## config.mk

```make
export PLATFORM = sky130hd
export DESIGN_NAME = fetch_stage_flat
export DESIGN_NICKNAME = d
export VERILOG_FILES = /design/src/rtl/fetch_stage_pkg.sv /design/src/rtl/fetch_stage_if.sv /design/src/rtl/fetch_fifo.sv /design/src/rtl/fetch_stage.sv /design/src/flat_wrapper.sv
export SDC_FILE = /design/constraint.sdc
export NUM_CORES = 1
export LEC_CHECK = 0
export CAP_MARGIN = 20
export CORE_MARGIN = 1
export CORE_UTILIZATION = 55
export DETAILED_ROUTE_END_ITERATION = 10
export PLACE_DENSITY = 0.82
export SLEW_MARGIN = 20
export SYNTH_ARGS = -nofsm -noshare
export SYNTH_HDL_FRONTEND = slang
export SYNTH_SLANG_ARGS = --single-unit
```

## constraint.sdc

```tcl
create_clock -name clk -period 10.2 [get_ports clk]
set_clock_uncertainty 0.05 [all_clocks]
set_input_delay 1.02 -clock clk [delete_from_list [all_inputs] [get_ports clk]]
set_output_delay 1.02 -clock clk [all_outputs]
set_load 0.02 [all_outputs]
```

## src/rtl/fetch_stage_pkg.sv

```systemverilog
// Shared constants, types and helpers for the instruction-fetch stage.
package fetch_stage_pkg;

  localparam logic [31:0] RESET_PC_DEFAULT  = 32'h0000_0000;
  localparam logic [31:0] NOP_WORD          = 32'h0000_0000;
  localparam int          MAX_OUTST_DEFAULT = 2;

  typedef struct packed {
    logic [31:0] pc;
    logic [31:0] instr;
  } fetch_resp_t;

  function automatic logic [31:0] pc_inc(input logic [31:0] pc);
    return pc + 32'd4;
  endfunction

endpackage

```

## src/rtl/fetch_stage_if.sv

```systemverilog
// SRAM-like instruction bus: address handshake plus in-order data responses.
interface fetch_stage_if;

  logic        inst_req;
  logic [31:0] inst_addr;
  logic        inst_addr_ok;
  logic        inst_data_ok;
  logic [31:0] inst_rdata;

  modport master (
    output inst_req, inst_addr,
    input  inst_addr_ok, inst_data_ok, inst_rdata
  );

  modport slave (
    input  inst_req, inst_addr,
    output inst_addr_ok, inst_data_ok, inst_rdata
  );

endinterface

```

## src/rtl/fetch_fifo.sv

```systemverilog
// Small synchronous FIFO with a combinational head, used for request tags and buffered responses.
module fetch_fifo #(
  parameter int WIDTH = 32,
  parameter int DEPTH = 2
) (
  input  logic                       clk,
  input  logic                       rst_n,
  input  logic                       clr,
  input  logic                       push,
  input  logic [WIDTH-1:0]           din,
  input  logic                       pop,
  output logic [WIDTH-1:0]           dout,
  output logic                       empty,
  output logic [$clog2(DEPTH+1)-1:0] count
);

  localparam int PW = (DEPTH > 1) ? $clog2(DEPTH) : 1;
  localparam int CW = $clog2(DEPTH+1);

  logic [PW-1:0]    wr_q, wr_d, rd_q, rd_d;
  logic [CW-1:0]    cnt_q, cnt_d;
  logic [DEPTH-1:0] wr_en;
  logic [WIDTH-1:0] slots [DEPTH];

  function automatic logic [PW-1:0] ptr_inc(input logic [PW-1:0] p);
    return (p == PW'(DEPTH-1)) ? '0 : p + PW'(1);
  endfunction

  for (genvar gi = 0; gi < DEPTH; gi++) begin : g_slot
    logic [WIDTH-1:0] slot_q, slot_d;
    assign wr_en[gi] = push & ~clr & (wr_q == PW'(gi));
    always_comb begin
      slot_d = slot_q;
      if (wr_en[gi]) slot_d = din;
    end
    always_ff @(posedge clk) slot_q <= slot_d;
    assign slots[gi] = slot_q;
  end

  always_comb begin
    wr_d  = wr_q;
    rd_d  = rd_q;
    cnt_d = cnt_q;
    if (clr) begin
      wr_d  = '0;
      rd_d  = '0;
      cnt_d = '0;
    end else begin
      if (push) wr_d = ptr_inc(wr_q);
      if (pop)  rd_d = ptr_inc(rd_q);
      cnt_d = cnt_q + CW'(push) - CW'(pop);
    end
  end

  always_ff @(posedge clk or negedge rst_n) begin
    if (!rst_n) begin
      wr_q  <= '0;
      rd_q  <= '0;
      cnt_q <= '0;
    end else begin
      wr_q  <= wr_d;
      rd_q  <= rd_d;
      cnt_q <= cnt_d;
    end
  end

  assign dout  = slots[rd_q];
  assign empty = (cnt_q == '0);
  assign count = cnt_q;

  assert property (@(posedge clk) disable iff (!rst_n)
    !(push && !pop && !clr && cnt_q == CW'(DEPTH)));
  assert property (@(posedge clk) disable iff (!rst_n)
    !(pop && !clr && cnt_q == '0));

endmodule

```

## src/rtl/fetch_stage.sv

```systemverilog
// IF stage and IF/ID register: PC generation, instruction-bus requests,
// response buffering with discard of squashed fetches, and the decode-side register.
module fetch_stage
  import fetch_stage_pkg::*;
#(
  parameter logic [31:0] RESET_PC  = RESET_PC_DEFAULT,
  parameter int          MAX_OUTST = MAX_OUTST_DEFAULT
) (
  input  logic          clk,
  input  logic          resetn,
  input  logic          stallF,
  input  logic          stallD,
  input  logic          flushD,
  input  logic          redirect,
  input  logic [31:0]   redirect_pc,
  fetch_stage_if.master ibus,
  output logic [31:0]   pcF,
  output logic [31:0]   instrD,
  output logic [31:0]   pcD,
  output logic [31:0]   pc_plus4D,
  output logic          validD
);

  localparam int CW = $clog2(MAX_OUTST+1);

  logic [31:0]   pcf_q, pcf_d;
  logic [CW-1:0] discard_q, discard_d;
  logic [31:0]   instrd_q, instrd_d, pcd_q, pcd_d, pc_plus4d_q, pc_plus4d_d;
  logic          validd_q, validd_d;

  logic [CW-1:0] tag_cnt, buf_cnt;
  logic          tag_empty, buf_empty;
  logic [31:0]   tag_head;
  fetch_resp_t   buf_head, buf_in;
  logic          redir, hs, data_ok, keep, bypass, buf_push, buf_pop;

  assign ibus.inst_req  = resetn & ~stallF &
                          (({1'b0, tag_cnt} + {1'b0, buf_cnt}) < (CW+1)'(MAX_OUTST));
  assign ibus.inst_addr = pcf_q;

  always_comb begin
    redir    = redirect & ~stallD;
    hs       = ibus.inst_req & ibus.inst_addr_ok;
    data_ok  = ibus.inst_data_ok;
    // A response is kept only if it belongs to the current fetch stream.
    keep     = data_ok & (discard_q == '0) & ~redir;
    bypass   = keep & buf_empty & ~stallD & ~flushD;
    buf_push = keep & ~bypass;
    buf_pop  = ~buf_empty & ~stallD & ~flushD & ~redir;
    buf_in   = '{pc: tag_head, instr: ibus.inst_rdata};
  end

  always_comb begin
    pcf_d       = pcf_q;
    discard_d   = discard_q;
    instrd_d    = instrd_q;
    pcd_d       = pcd_q;
    pc_plus4d_d = pc_plus4d_q;
    validd_d    = validd_q;

    if (redir)   pcf_d = redirect_pc;
    else if (hs) pcf_d = pc_inc(pcf_q);

    // On redirect every request left unanswered after this edge is stale.
    if (redir)                            discard_d = tag_cnt + CW'(hs) - CW'(data_ok);
    else if (data_ok && discard_q != '0)  discard_d = discard_q - CW'(1);

    if (!stallD) begin
      validd_d = 1'b0;
      instrd_d = NOP_WORD;
      if (!flushD && !redir) begin
        if (!buf_empty) begin
          validd_d    = 1'b1;
          instrd_d    = buf_head.instr;
          pcd_d       = buf_head.pc;
          pc_plus4d_d = pc_inc(buf_head.pc);
        end else if (bypass) begin
          validd_d    = 1'b1;
          instrd_d    = ibus.inst_rdata;
          pcd_d       = tag_head;
          pc_plus4d_d = pc_inc(tag_head);
        end
      end
    end
  end

  always_ff @(posedge clk or negedge resetn) begin
    if (!resetn) begin
      pcf_q       <= RESET_PC;
      discard_q   <= '0;
      instrd_q    <= NOP_WORD;
      pcd_q       <= 32'h0;
      pc_plus4d_q <= pc_inc(32'h0);
      validd_q    <= 1'b0;
    end else begin
      pcf_q       <= pcf_d;
      discard_q   <= discard_d;
      instrd_q    <= instrd_d;
      pcd_q       <= pcd_d;
      pc_plus4d_q <= pc_plus4d_d;
      validd_q    <= validd_d;
    end
  end

  fetch_fifo #(.WIDTH(32), .DEPTH(MAX_OUTST)) u_tag_fifo (
    .clk   (clk),
    .rst_n (resetn),
    .clr   (1'b0),
    .push  (hs),
    .din   (pcf_q),
    .pop   (data_ok),
    .dout  (tag_head),
    .empty (tag_empty),
    .count (tag_cnt)
  );

  fetch_fifo #(.WIDTH($bits(fetch_resp_t)), .DEPTH(MAX_OUTST)) u_resp_buf (
    .clk   (clk),
    .rst_n (resetn),
    .clr   (redir),
    .push  (buf_push),
    .din   (buf_in),
    .pop   (buf_pop),
    .dout  (buf_head),
    .empty (buf_empty),
    .count (buf_cnt)
  );

  assert property (@(posedge clk) disable iff (!resetn) !(data_ok && tag_empty));

  assign pcF       = pcf_q;
  assign instrD    = instrd_q;
  assign pcD       = pcd_q;
  assign pc_plus4D = pc_plus4d_q;
  assign validD    = validd_q;

endmodule
```

## src/flat_wrapper.sv

```systemverilog
// flat-port wrapper written by rule: the top's interface ports become plain ports
module fetch_stage_flat import fetch_stage_pkg::*;
#(
  parameter logic [31:0] RESET_PC  = RESET_PC_DEFAULT,
  parameter int          MAX_OUTST = MAX_OUTST_DEFAULT
)
  (clk, resetn, stallF, stallD, flushD, redirect, redirect_pc, pcF, instrD, pcD, pc_plus4D, validD, ibus_inst_req, ibus_inst_addr, ibus_inst_addr_ok, ibus_inst_data_ok, ibus_inst_rdata);
  fetch_stage_if ibus_i ();
  input  logic clk;
  input  logic resetn;
  input  logic stallF;
  input  logic stallD;
  input  logic flushD;
  input  logic redirect;
  input  logic [31:0] redirect_pc;
  output logic [31:0] pcF;
  output logic [31:0] instrD;
  output logic [31:0] pcD;
  output logic [31:0] pc_plus4D;
  output logic validD;
  output wire logic [$bits(ibus_i.inst_req)-1:0] ibus_inst_req;
  output wire logic [$bits(ibus_i.inst_addr)-1:0] ibus_inst_addr;
  input wire logic [$bits(ibus_i.inst_addr_ok)-1:0] ibus_inst_addr_ok;
  input wire logic [$bits(ibus_i.inst_data_ok)-1:0] ibus_inst_data_ok;
  input wire logic [$bits(ibus_i.inst_rdata)-1:0] ibus_inst_rdata;
  assign ibus_inst_req = ibus_i.inst_req;
  assign ibus_inst_addr = ibus_i.inst_addr;
  assign ibus_i.inst_addr_ok = ibus_inst_addr_ok;
  assign ibus_i.inst_data_ok = ibus_inst_data_ok;
  assign ibus_i.inst_rdata = ibus_inst_rdata;
  fetch_stage #(.RESET_PC(RESET_PC), .MAX_OUTST(MAX_OUTST)) u_core (.clk(clk), .resetn(resetn), .stallF(stallF), .stallD(stallD), .flushD(flushD), .redirect(redirect), .redirect_pc(redirect_pc), .ibus(ibus_i), .pcF(pcF), .instrD(instrD), .pcD(pcD), .pc_plus4D(pc_plus4D), .validD(validD));
endmodule
```

# ---- After elaboration in Yosys (flattened, before gate mapping)
# Cells that the tools add are included.
dict set report totals {
  inputBits 72
  reg_bits 331
  output_inout_bits 162
  word_cells 102
}
dict set report classes {
  n_lt_le_gt_ge 3
  n_mux 29
  eq_ne 1
  n_reduce_logical 12
  addsub 13
  bitwise 28
}
# cell n
set ops {}
lappend ops {{$mux 32} 12}
lappend ops {{$mux 64} 3}
lappend ops {{$add 32x3->32 const B} 3}
lappend ops {{$and 1x1->1} 18}
lappend ops {{$mux 1} 11}
lappend ops {{$reduce_bool 2->1} 5}
lappend ops {{$not 1->1} 8}
lappend ops {{$mux 2} 3}
lappend ops {{$add 1x1->1 const B} 4}
lappend ops {{$add 2x1->2} 2}
lappend ops {{$ge 2x2->1 const B} 2}
lappend ops {{$logic_not 2->1} 2}
lappend ops {{$not 1->2} 2}
lappend ops {{$sub 2x1->2} 2}
lappend ops {{$add 2x2->3} 1}
lappend ops {{$lt 3x2->1 const B} 1}
lappend ops {{$reduce_and 3->1} 1}
lappend ops {{$logic_and 1x1->1} 2}
lappend ops {{$logic_not 1->1} 2}
lappend ops {{$ne 2x2->1 const B} 1}
lappend ops {{$sub 2x1->2 const B} 1}

# ---- Depth between registers and ports, before layout
# Gate-level depths: netlist of run 1.
dict set report depth {
  depth_word 12
  ltp_mapped 13
  depth_no_buf 12
}

# ---- Hierarchy
# Synthesis of run 1 repeated with hierarchy kept, for this count alone.
dict set report unflattened {
  cells_unflattened 1092
  hier_area_um2 14720.4
}
# module cells_per_inst seq_area_each_um2 area_each_um2 n_inst
set modules_own_cells {}
lappend modules_own_cells {fetch_stage 757 3229.3 7013.0 1}
lappend modules_own_cells {{fetch_fifo (u_core.u_resp_buf)} 217 3943.8 5034.8 1}
lappend modules_own_cells {{fetch_fifo (u_core.u_tag_fifo)} 118 2021.9 2672.6 1}

# ---- Worst setup path before layout of run 1
# No wires, ideal clock.
dict set report synth_path {
  path_type {in2reg}
  startpoint {in stallD}
  endpoint {reg u_core.u_resp_buf.g_slot[0].slot_q[0], enable pin}
  setup_ns 0.487
  required_time_ns 9.663
  t_arrival_ns 4.477
  slack_ns 5.187
  cell_stages 6
  n_path_buf 2
  cell_sequence {clkbuf_1 > nor2b_1 > clkbuf_1 > nor2_1 > o31ai_1 > nor2_1}
}
dict set report synth_via {
  elab_chain_len 11
}
# element line_no
set synth_lines {}
lappend synth_lines {{from (decl)} flat_wrapper.sv:12} ;# input logic stallD;
lappend synth_lines {{$not 1->1 (no line) (*)} --}
lappend synth_lines {{$and 1x1->1} fetch_stage.sv:42} ;# redir = redirect & ~stallD;
lappend synth_lines {{$not 1->1} {fetch_fifo.sv:31, fetch_stage.sv:46}}
lappend synth_lines {{$and 1x1->1} fetch_stage.sv:46} ;# keep = data_ok & (discard_q == '0) & ~redir;
lappend synth_lines {{$and 1x1->1 (3 in series)} fetch_stage.sv:47} ;# bypass = keep & buf_empty & ~stallD & ~flushD;
lappend synth_lines {{$not 1->1} fetch_stage.sv:48} ;# buf_push = keep & ~bypass;
lappend synth_lines {{$and 1x1->1} fetch_stage.sv:48}
lappend synth_lines {{$and 1x1->1 (*) (2 in series)} fetch_fifo.sv:31} ;# assign wr_en[gi] = push & ~clr & (wr_q == PW'(gi));
lappend synth_lines {{via u_core.u_resp_buf.wr_en[0]} fetch_fifo.sv:22} ;# logic [DEPTH-1:0] wr_en;
lappend synth_lines {{to (signal assigned)} fetch_fifo.sv:36} ;# always_ff @(posedge clk) slot_q <= slot_d;
lappend synth_lines {{to (decl)} fetch_fifo.sv:30} ;# logic [WIDTH-1:0] slot_q, slot_d;
# The timed path passes the listed nets; every way through them passes the cells marked *.
# A chain may end at the register's enable or synchronous reset.

# ---- Worst setup path in the final report of run 1
dict set report layout_path {
  startpoint {reg u_core.u_resp_buf.cnt_q[0] (netlist: u_core.u_resp_buf.count[0])}
  endpoint {out ibus_inst_req}
}
dict set report layout_via {
  elab_chain_len 3
}
# element line_no
set layout_lines {}
lappend layout_lines {{from (decl)} fetch_fifo.sv:21} ;# logic [CW-1:0] cnt_q, cnt_d;
lappend layout_lines {{from (signal assigned)} fetch_fifo.sv:63} ;# cnt_q <= cnt_d;
lappend layout_lines {{$add 2x2->3} fetch_stage.sv:38} ;# (({1'b0, tag_cnt} + {1'b0, buf_cnt}) < (CW+1)'(MAX_OUTST));
lappend layout_lines {{$lt 3x2->1} fetch_stage.sv:38}
lappend layout_lines {{$and 1x1->1} fetch_stage.sv:37} ;# assign ibus.inst_req = resetn & ~stallF &
lappend layout_lines {{to (decl)} flat_wrapper.sv:21} ;# output wire logic [$bits(ibus_i.inst_req)-1:0] ibus_inst_req;
# No other way between the ends.

==> results.toml, run 1 <==
[synth]
yosysSeqAreaShare = 0.650
synthCells = 1105
muxShareOfSynthArea = 0.0881
ys_top_cells_by_area = "edfxtp_1 41%, dfrtp_1 24%, mux2i_1 4.6%"
synth_cell_types = 57
yosys.area_share.simple = 0.102
yosysMostFrequentCell = "edfxtp_1"
synth_adder_area_share = 0.00760
async_reset_ff_frac = 0.416
synth_flop_cell = "edfxtp_1"
synth_common_cells = "192 x edfxtp_1, 152 x nand2_1, 136 x dfrtp_1"
ys_warn_count = 0
synth_xor_area_frac = 0.0303
synth_top_family_by_area = "simple AND/OR/NAND/NOR gates"
yosys_register_bits = 329
avgSynthCellArea_um2 = 12.8
synth_top_area_cell = "edfxtp_1"
synth_compound_area_frac = 0.0834
syn_nets = 1185
synth.top_cell.area_share = 0.407
syn-cell-area_mm2 = 0.0142
synth_edf_count = 192

[placement]
place_congestion = 0.849
io_buffers = 233
dp_hpwl_um = 20700
post_dp_cell_area_mm2 = 0.0166

[clock_network]
clock-sinks = 329
clk_latency_ns = 0.51
cts_hold_buf = 0
numCtsBuffers = 34
h-tree-depth = 2
cts_max_path_buffers = 3
cts.repair.resized = 0
clockRootBuffer = "clkbuf_16"
cts_setup_buffers = 0
clk_pin_slew_ns = 0.06
cts_tree = "done"

[outcome]
run_status = "finished, final reports clean"

[sta]
final-max-slew-violation-count = 0
fmax_mhz = 251
rsz0062_at_grt = "no"
fin_crit_ns = 3.98
tns_ns = 0
max_slew_margin = 0.320
hold_viol_final = 0
tightest_slew_ns = 1.01
min_period_over_period = 0.390
setup_viol = 0

[layout]
nets = 1383
final_area_mm2 = 0.0176
n_antenna_cell = 0
syn2layout_area_growth_pct = 24.6
drive_gt1_frac = 0.101

[power_and_ir_drop]
power_density_mw_per_mm2 = 265
peakVddDrop_mv = 0.176
p_leak_nw = 6.53

[drt]
drtAntennaViolNets = 0
wl_per_cell_um = 19.6
drc_errors = 0
vias = 9600
firstDrtPassIters = 7
drt-total-wl_um = 32500
via_per_inst = 5.79
drtIter0Drc = 792

[critical_path]
critPathCaptureType = "output pin"
critPathKind = "flop to output pin"
max_stage_delay_ns = 0.63
worstSetupStartpointType = "flop"
cp_max_fo = 5
cp_slowest_cell = "or4b_1"
path_cells = "and2_1 -> fa_1 -> or4b_1 -> inv_1 -> clkdlybuf4s50_1"
worstPathRequired_ns = 9.13
r2r_slack_ns = 6.82
worstPathArrival_ns = 2.91

[global_route]
gr-total-overflow = 0
grt_start_max_net_pins = 89
grt_pass1_wl_um = 50500
grt_pass1_vias = 9280
antenna_found_initial = 0
grt.total_usage = 0.245

[floorplan]
die_h_um = 162
io_pins = 234
row_count = 58
initial_core_util = 0.562
die-area_mm2 = 0.0264
core_area_mm2 = 0.0252
die_w_um = 162

[hold_path]
worst_hold_path_type = "flop to flop"

[run]
maxCapViolCount = 0
-- final timing paths --
| check | from | depth (start not counted) | to |
|---|---|---|---|
| setup reg to reg | u_core.u_resp_buf.count[0] | 12 | u_core.discard_q[1] |
| hold / removal | u_core.pcD[2] | 2 | u_core.pcD[2] |
| hold reg to reg | u_core.pcD[2] | 2 | u_core.pcD[2] |
| min in group asynchronous | resetn | 1 | u_core.ibus.inst_addr[10] |
| setup / recovery | u_core.u_resp_buf.count[0] | 5 | ibus_inst_req |
| max in group asynchronous | resetn | 2 | u_core.u_resp_buf.rd_q |
-- critical path, delay by kind of cell (launching register included) --
| kind | cells | cell delay [ns] |
|---|---|---|
| adder cells (fa/ha/maj) | 1 | 0.45 |
| buffers and inverters | 2 | 0.72 |
| flip-flops | 1 | 0.43 |
| AND/OR/NAND/NOR | 2 | 0.81 |
-- where the power goes --
| part | switching, mW | leakage, nW | internal (mW) | total, mW |
|---|---|---|---|---|
| combinational | 0.883 | 2.51 | 0.680 | 1.56 |
| sequential | 0.194 | 3.48 | 1.71 | 1.91 |
| clock | 0.490 | 0.536 | 0.724 | 1.21 |
| total | 1.57 | 6.53 | 3.12 | 4.68 |
-- cell usage in the layout (no fill, tap or decap), types with 35 or more instances in the layout --
cell	netlist	layout
a22oi_1	35	35
clkdlybuf4s50_1	0	232
edfxtp_1	192	192
o21ai_0	94	94
mux2_2	53	53
clkbuf_16	0	36
dfrtp_1	136	135
mux2i_1	65	65
nor2_1	49	45
nand2_1	152	152
-- per-stage QoR --
step / std cells / power [mW] / util / setup slack [ns] / hold slack, ns
6_report: 1657 / 4.68 / 0.701 / 6.22 / 0.423
5_1_grt: 1657 / 4.89 / 0.701 / 6.08 / 0.442
4_1_cts: 1657 / 4.69 / 0.701 / 6.19 / 0.429
3_5_place_dp: 1597 / 3.47 / 0.657 / 6.20 / 0.415
3_3_place_gp: 1597 / 3.42 / 0.657 / 6.21 / 0.410
2_1_floorplan: 1105 / 2.86 / - / 5.19 / 0.411
-- final cells by class --
cell class / count / area [um^2]
well taps: 330 / 413
fillers: 1692 / 7540
flip-flops and latches: 329 / 9200
multi-input cells: 677 / 4440
clock inverters: 12 / 106
clock buffers: 48 / 986
repair buffers: 248 / 2450
inverters: 13 / 48.8
-- sequential cells by signal (all words and copies together) (netlist names) --
signal and flops:
u_core.u_tag_fifo.g_slot.slot_q 64, u_core.u_tag_fifo.wr_q 1, u_core.validD 1, u_core.instrD 32, u_core.pcD 30, u_core.pc_plus4D 32, u_core.ibus.inst_addr 32, u_core.u_tag_fifo.count 2
u_core.u_resp_buf.rd_q 1, u_core.u_resp_buf.g_slot.slot_q 128, u_core.discard_q 2, u_core.u_resp_buf.count 2, u_core.u_tag_fifo.rd_q 1, u_core.u_resp_buf.wr_q 1
-- logic make-up (layout without fill, tap and decap cells) --
group	after synthesis	after routing
AND/OR/NAND/NOR	312	312
adder cells (fa/ha/maj)	8	8
AO/OA/AOI/OAI	190	190
multiplexers	118	118
XOR/XNOR	49	49
buffers and inverters	99	321
flip-flops	329	329
-- per-layer routing --
layer | wire [um] | global-route usage | vias to the layer above
met2 | 15400 | 0.381 | 426
met5 | 0 | 0 | -
li1 | - | - | 4390
met4 | 686 | 0.0738 | 0
met3 | 2260 | 0.0354 | 55
met1 | 14200 | 0.360 | 4729
No activity file was read; power rests on OpenSTA's default activity.
==> run 2, diff against run 1 <==
--- a/config.mk
+++ b/config.mk
@@ -7,9 +7,9 @@
 export LEC_CHECK = 0
 export CAP_MARGIN = 20
 export CORE_MARGIN = 1
-export CORE_UTILIZATION = 55
+export CORE_UTILIZATION = 48
 export DETAILED_ROUTE_END_ITERATION = 10
-export PLACE_DENSITY = 0.82
+export PLACE_DENSITY = 0.76
 export SLEW_MARGIN = 20
 export SYNTH_ARGS = -nofsm -noshare
 export SYNTH_HDL_FRONTEND = slang
==> constraint.sdc (replaced) <==
create_clock -name clk -period 3.65 [get_ports clk]
set_clock_uncertainty 0.05 [all_clocks]
set_input_delay 0.365 -clock clk [delete_from_list [all_inputs] [get_ports clk]]
set_output_delay 0.365 -clock clk [all_outputs]
set_load 0.02 [all_outputs]
==> run 2 against run 1 <==
Net effect:
- sequential cell count is the same
- clock power grew to 2.8 times the previous value
- global-route usage shrank 3.5 points
- total power grew to 2.8 times the previous value
- sequential power grew to 2.8 times the previous value
- die area grew 14%
- critical path type unchanged
- critical endpoint unchanged
==> results.toml, run 2 (synthesis gave the netlist of run 1 again) <==
[outcome]
run_status = "finished, final reports clean"

[critical_path]
cp_slowest_cell = "clkdlybuf4s50_1"
worstPathRequired_ns = 3.23
max_stage_delay_ns = 0.63
worstPathArrival_ns = 2.87
critPathKind = "flop to output pin"
path_cells = "and2_1 -> fa_1 -> or4b_1 -> inv_1 -> clkdlybuf4s50_1"
critPathCaptureType = "output pin"
cp_max_fo = 5
worstSetupStartpointType = "flop"

[sta]
setup_ws_ns = 0.368
tns_ns = 0
min_period_over_period = 0.899
max_slew_margin = 0.386
final-max-slew-violation-count = 0
fin_crit_ns = 3.28
fmax_mhz = 305
setup_viol = 0
hold_viol_final = 0
rsz0062_at_grt = "no"
tightest_slew_ns = 0.921
timing.hold.ws_ns = 0.174

[drt]
drtIter0Drc = 591
drtAntennaViolNets = 0
vias = 9297
firstDrtPassIters = 5
via_per_inst = 5.40
wl_per_cell_um = 18.5
drc_errors = 0
drt-total-wl_um = 31800

[placement]
dpl_worst_slack_ns = 0.465
io_buffers = 233
place_congestion = 0.837
dp_hpwl_um = 21500

[clock_network]
cts_max_path_buffers = 3
numCtsBuffers = 35
cts_tree = "done"
clk_latency_ns = 0.50
clk_pin_slew_ns = 0.06
h-tree-depth = 2
clockRootBuffer = "clkbuf_16"
clock-sinks = 329

[run]
maxCapViolCount = 0

[hold_path]
worst_hold_path_type = "input port to async pin"

[global_route]
grt.total_usage = 0.210
grt_start_max_net_pins = 68
gr-total-overflow = 0
antenna_found_initial = 0
grt_pass1_wl_um = 50100
grt_pass1_vias = 9091

[layout]
final_common_cell = "clkdlybuf4s50_1"
utilization = 0.618
top_register = "u_core.u_resp_buf.g_slot.slot_q"
nets = 1396
largest_reg_flops = 128
drive_gt1_frac = 0.110
n_antenna_cell = 0
layout_common_cells = "232 x clkdlybuf4s50_1, 192 x edfxtp_1, 152 x nand2_1, 135 x dfrtp_1, 94 x o21ai_0"
reg.largest.list = "u_core.u_resp_buf.g_slot.slot_q: 128 flops, u_core.u_tag_fifo.g_slot.slot_q: 64 flops"
syn2layout_area_growth_pct = 26.1
fillers = 2237

[floorplan]
initial_core_util = 0.491
die_w_um = 174
die-area_mm2 = 0.0302
io_pins = 234
core_area_mm2 = 0.0289
row_count = 62
die_h_um = 174

[power_and_ir_drop]
peakVddDrop_mv = 0.289
power_density_mw_per_mm2 = 736
p_leak_nw = 6.60
run 2: through the flow:
step / std cells / area (um^2) / power [mW]
after floorplan: 1105 / 14200 / 7.98
after global placement: 1662 / 16700 / 9.65
after detailed placement: 1662 / 16700 / 9.76
after CTS: 1722 / 17800 / 13.2
after global routing: 1722 / 17800 / 13.8
final: 1722 / 17800 / 13.1
run 2: path summary, 6_finish.rpt:
check                                                start                        to  slack (ns)  cells past startpoint
worst max-delay path            u_core.u_resp_buf.count[0]             ibus_inst_req        0.37                      5
worst min-delay path                                resetn  u_core.ibus.inst_addr[9]        0.17                      2
worst max register to register      u_core.u_tag_fifo.rd_q      u_core.pc_plus4D[28]        0.45                      9
worst min register to register               u_core.pcD[5]             u_core.pcD[5]        0.42                      2
max in group asynchronous                           resetn    u_core.u_resp_buf.rd_q        2.18                      3
min in group clk                            redirect_pc[0]  u_core.ibus.inst_addr[0]        0.34                      3
run 2: power by group:
group	switching, mW	internal, mW	total, mW	leakage (nW)
logic	2.42	1.95	4.38	2.58
registers	0.537	4.78	5.32	3.48
clock network	1.36	2.08	3.44	0.542
run 2: worst max-delay path: cells and delay by family (launching register included):
family | cells | cell delay [ns]
adder cells (fa/ha/maj) | 1 | 0.43
buffers and inverters | 2 | 0.77
flip-flops | 1 | 0.41
AND/OR/NAND/NOR | 2 | 0.76
run 2: cell type report:
| class | count | area, um^2 | share of cell area |
|---|---|---|---|
| clock buffers | 49 | 981 | 0.0550 |
| clock inverters | 10 | 131 | 0.00736 |
| multi-input cells | 677 | 4440 | 0.249 |
| well taps | 384 | 480 | 0.0269 |
| repair buffers | 260 | 2560 | 0.144 |
| flip-flops and latches | 329 | 9200 | 0.515 |
| inverters | 13 | 48.8 | 0.00273 |
run 2: metal layers:
| layer | part of all wire | global-route usage |
|---|---|---|
| met1 | 0.46 | 0.309 |
| met2 | 0.46 | 0.324 |
| met3 | 0.054 | 0.0289 |
| met4 | 0.025 | 0.0683 |
| met5 | 0 | 0 |
run 2: repair_timing:
action / CTS / global route
hold endpoints to repair: 3 / 0
hold buffers: 1 / 0
setup buffers: 0 / 0
resized for setup: 0 / 0
==> run 3, diff against run 2 <==
--- a/config.mk
+++ b/config.mk
@@ -7,9 +7,9 @@
 export LEC_CHECK = 0
 export CAP_MARGIN = 20
 export CORE_MARGIN = 1
-export CORE_UTILIZATION = 48
+export CORE_UTILIZATION = 54
 export DETAILED_ROUTE_END_ITERATION = 10
-export PLACE_DENSITY = 0.76
+export PLACE_DENSITY = 0.81
 export SLEW_MARGIN = 20
 export SYNTH_ARGS = -nofsm -noshare
 export SYNTH_HDL_FRONTEND = slang
==> constraint.sdc (replaced) <==
create_clock -name clk -period 3.4 [get_ports clk]
set_clock_uncertainty 0.05 [all_clocks]
set_input_delay 0.34 -clock clk [delete_from_list [all_inputs] [get_ports clk]]
set_output_delay 0.34 -clock clk [all_outputs]
set_load 0.02 [all_outputs]
==> run 3 against run 2 <==
Net effect:
- via count is 1.3% higher
- cell area is 0.42% lower
- sequential cell count unchanged
- non-clock buffer count up 1
- count of clock-buffer cells in the layout rose by 1
- critical path depth did not move
- register-to-register slack lost 0.17 ns
- total power is 6.7% higher
- hold slack gained 0.16 ns
- combinational power is 8.2% higher
- sequential share of layout area increased by 0.22 points
- largest power group unchanged
- highest routed layer unchanged
==> results.toml, run 3 (synthesis gave the netlist of run 1 again) <==
[floorplan]
core_area_mm2 = 0.0255
die_w_um = 164
row_count = 58
die-area_mm2 = 0.0269
io_pins = 234
die_h_um = 164
initial_core_util = 0.556

[clock_network]
h-tree-depth = 2
numCtsBuffers = 34
clockRootBuffer = "clkbuf_16"
cts_setup_buffers = 0
cts_max_path_buffers = 3
clk_pin_slew_ns = 0.06
cts_tree = "done"
clock-sinks = 329
clk_latency_ns = 0.50

[critical_path]
critPathKind = "flop to output pin"
worstPathArrival_ns = 2.89
cp_slowest_cell = "clkdlybuf4s50_1"
cp_max_fo = 5
max_stage_delay_ns = 0.62
worstSetupStartpointType = "flop"
worstPathRequired_ns = 3.01
path_cells = "and2_1 -> fa_1 -> or4b_1 -> inv_1 -> clkdlybuf4s50_1"
critPathCaptureType = "output pin"

[layout]
final_area_mm2 = 0.0178
drive_gt1_frac = 0.111
fillers = 1772
layout_common_cells = "232 x clkdlybuf4s50_1, 192 x edfxtp_1, 152 x nand2_1, 134 x dfrtp_1, 94 x o21ai_0"
n_antenna_cell = 0
largest_reg_flops = 128
final_cells = 1670
nets = 1396
reg.largest.list = "u_core.u_resp_buf.g_slot.slot_q: 128 flops, u_core.u_tag_fifo.g_slot.slot_q: 64 flops"
syn2layout_area_growth_pct = 25.6
top_register = "u_core.u_resp_buf.g_slot.slot_q"
final_common_cell = "clkdlybuf4s50_1"

[global_route]
grt_pass1_vias = 9196
grt_start_max_net_pins = 138
grt.total_usage = 0.241
gr-total-overflow = 0
grt_pass1_wl_um = 50000
antenna_found_initial = 0

[power_and_ir_drop]
p_clk_frac = 0.253
seq_power_share = 0.409
totalPowerFinal_mw = 14.0
power_density_mw_per_mm2 = 789
power.internal_mw = 9.35
switching_power_mw = 4.67
peakVddDrop_mv = 0.682
p_leak_nw = 6.59
share_comb_of_total_power = 0.338
swShare = 0.333

[drt]
drtAntennaViolNets = 0
drc_errors = 0
drtIter0Drc = 927
via_per_inst = 5.64
drt-total-wl_um = 32100
firstDrtPassIters = 6
vias = 9415
wl_per_cell_um = 19.2

[placement]
post_dp_cell_area_mm2 = 0.0167
dp_hpwl_um = 21400
dp.cells = 1609
dpl_worst_slack_ns = 0.194
place_congestion = 0.813
io_buffers = 233

[sta]
max_slew_margin = 0.350
fin_crit_ns = 3.28
setup_ws_ns = 0.122
final-max-slew-violation-count = 0
hold_viol_final = 0
tightest_slew_ns = 0.976
rsz0062_at_grt = "no"
min_period_over_period = 0.964
timing.hold.ws_ns = 0.332
setup_viol = 0
fmax_mhz = 305

[hold_path]
worst_hold_path_type = "input port to flop"

[outcome]
run_status = "finished, final reports clean"

[run]
maxCapViolCount = 0
==> run 3: cell types whose count changed in the layout (fill, tap and decap cells not counted), sizes merged <==
| cell | delta |
|---|---|
| buf | +1 |
| bufinv | -2 |
| clkbuf | +1 |
| clkinv | +2 |
| clkinvlp | -1 |
| inv | +1 |
==> run 3: layout make-up <==
cell class              count  area [um^2]  area share
multi-input cells         677         4450       0.250
repair buffers            261         2600       0.146
clock inverters            10         73.8     0.00415
inverters                  13         48.8     0.00275
clock buffers              50          992      0.0558
flip-flops and latches    329         9200       0.518
well taps                 330          413      0.0232
==> run 3: per-stage QoR <==
stage	utilization	setup TNS [ns]
after floorplan	-	-55.32
after global placement	0.655	0
after detailed placement	0.655	0
after CTS	0.698	0
after global routing	0.698	0
final	0.698	0
==> run 3: final timing paths <==
kind	end	start	cells after the start	slack, ns
min	u_core.ibus.inst_addr[2]	redirect_pc[2]	3	0.33
max in group asynchronous	u_core.pcD[8]	resetn	3	2.13
min in group asynchronous	u_core.ibus.inst_addr[15]	resetn	3	0.39
max	ibus_inst_req	u_core.u_resp_buf.count[0]	5	0.12
max reg2reg	u_core.discard_q[1]	u_core.u_resp_buf.count[0]	12	0.28
min reg2reg	u_core.pcD[14]	u_core.pcD[14]	2	0.43
==> run 3: critical path: cells and delay by family, from the launching register on <==
kind,cells,cell delay [ns]
flip-flops,1,0.41
AND/OR/NAND/NOR,2,0.76
buffers and inverters,2,0.76
adder cells (fa/ha/maj),1,0.45
==> run 3: timing repair <==
item	CTS	global route
hold endpoints to repair	96	0
hold buffers	1	0
gates resized for setup	0	2
endpoints found under the setup margin	0	2
==> run 3: power groups by stage <==
| stage | clock (mW) | sequential, mW | combinational, mW |
|---|---|---|---|
| 5_1_grt | 3.76 | 5.83 | 5.10 |
| 3_3_place_gp | 0 | 5.76 | 4.60 |
| 4_1_cts | 3.59 | 5.74 | 4.75 |
| 2_1_floorplan | 0 | 6.18 | 2.39 |
| 3_5_place_dp | 0 | 5.81 | 4.70 |
| 6_report | 3.55 | 5.74 | 4.74 |
==> run 3: routing by layer <==
metal  routed length [um]  GRT usage
met3                 1860     0.0326
met5                    0          0
met4                  463     0.0560
met1                14600      0.359
met2                15200      0.377
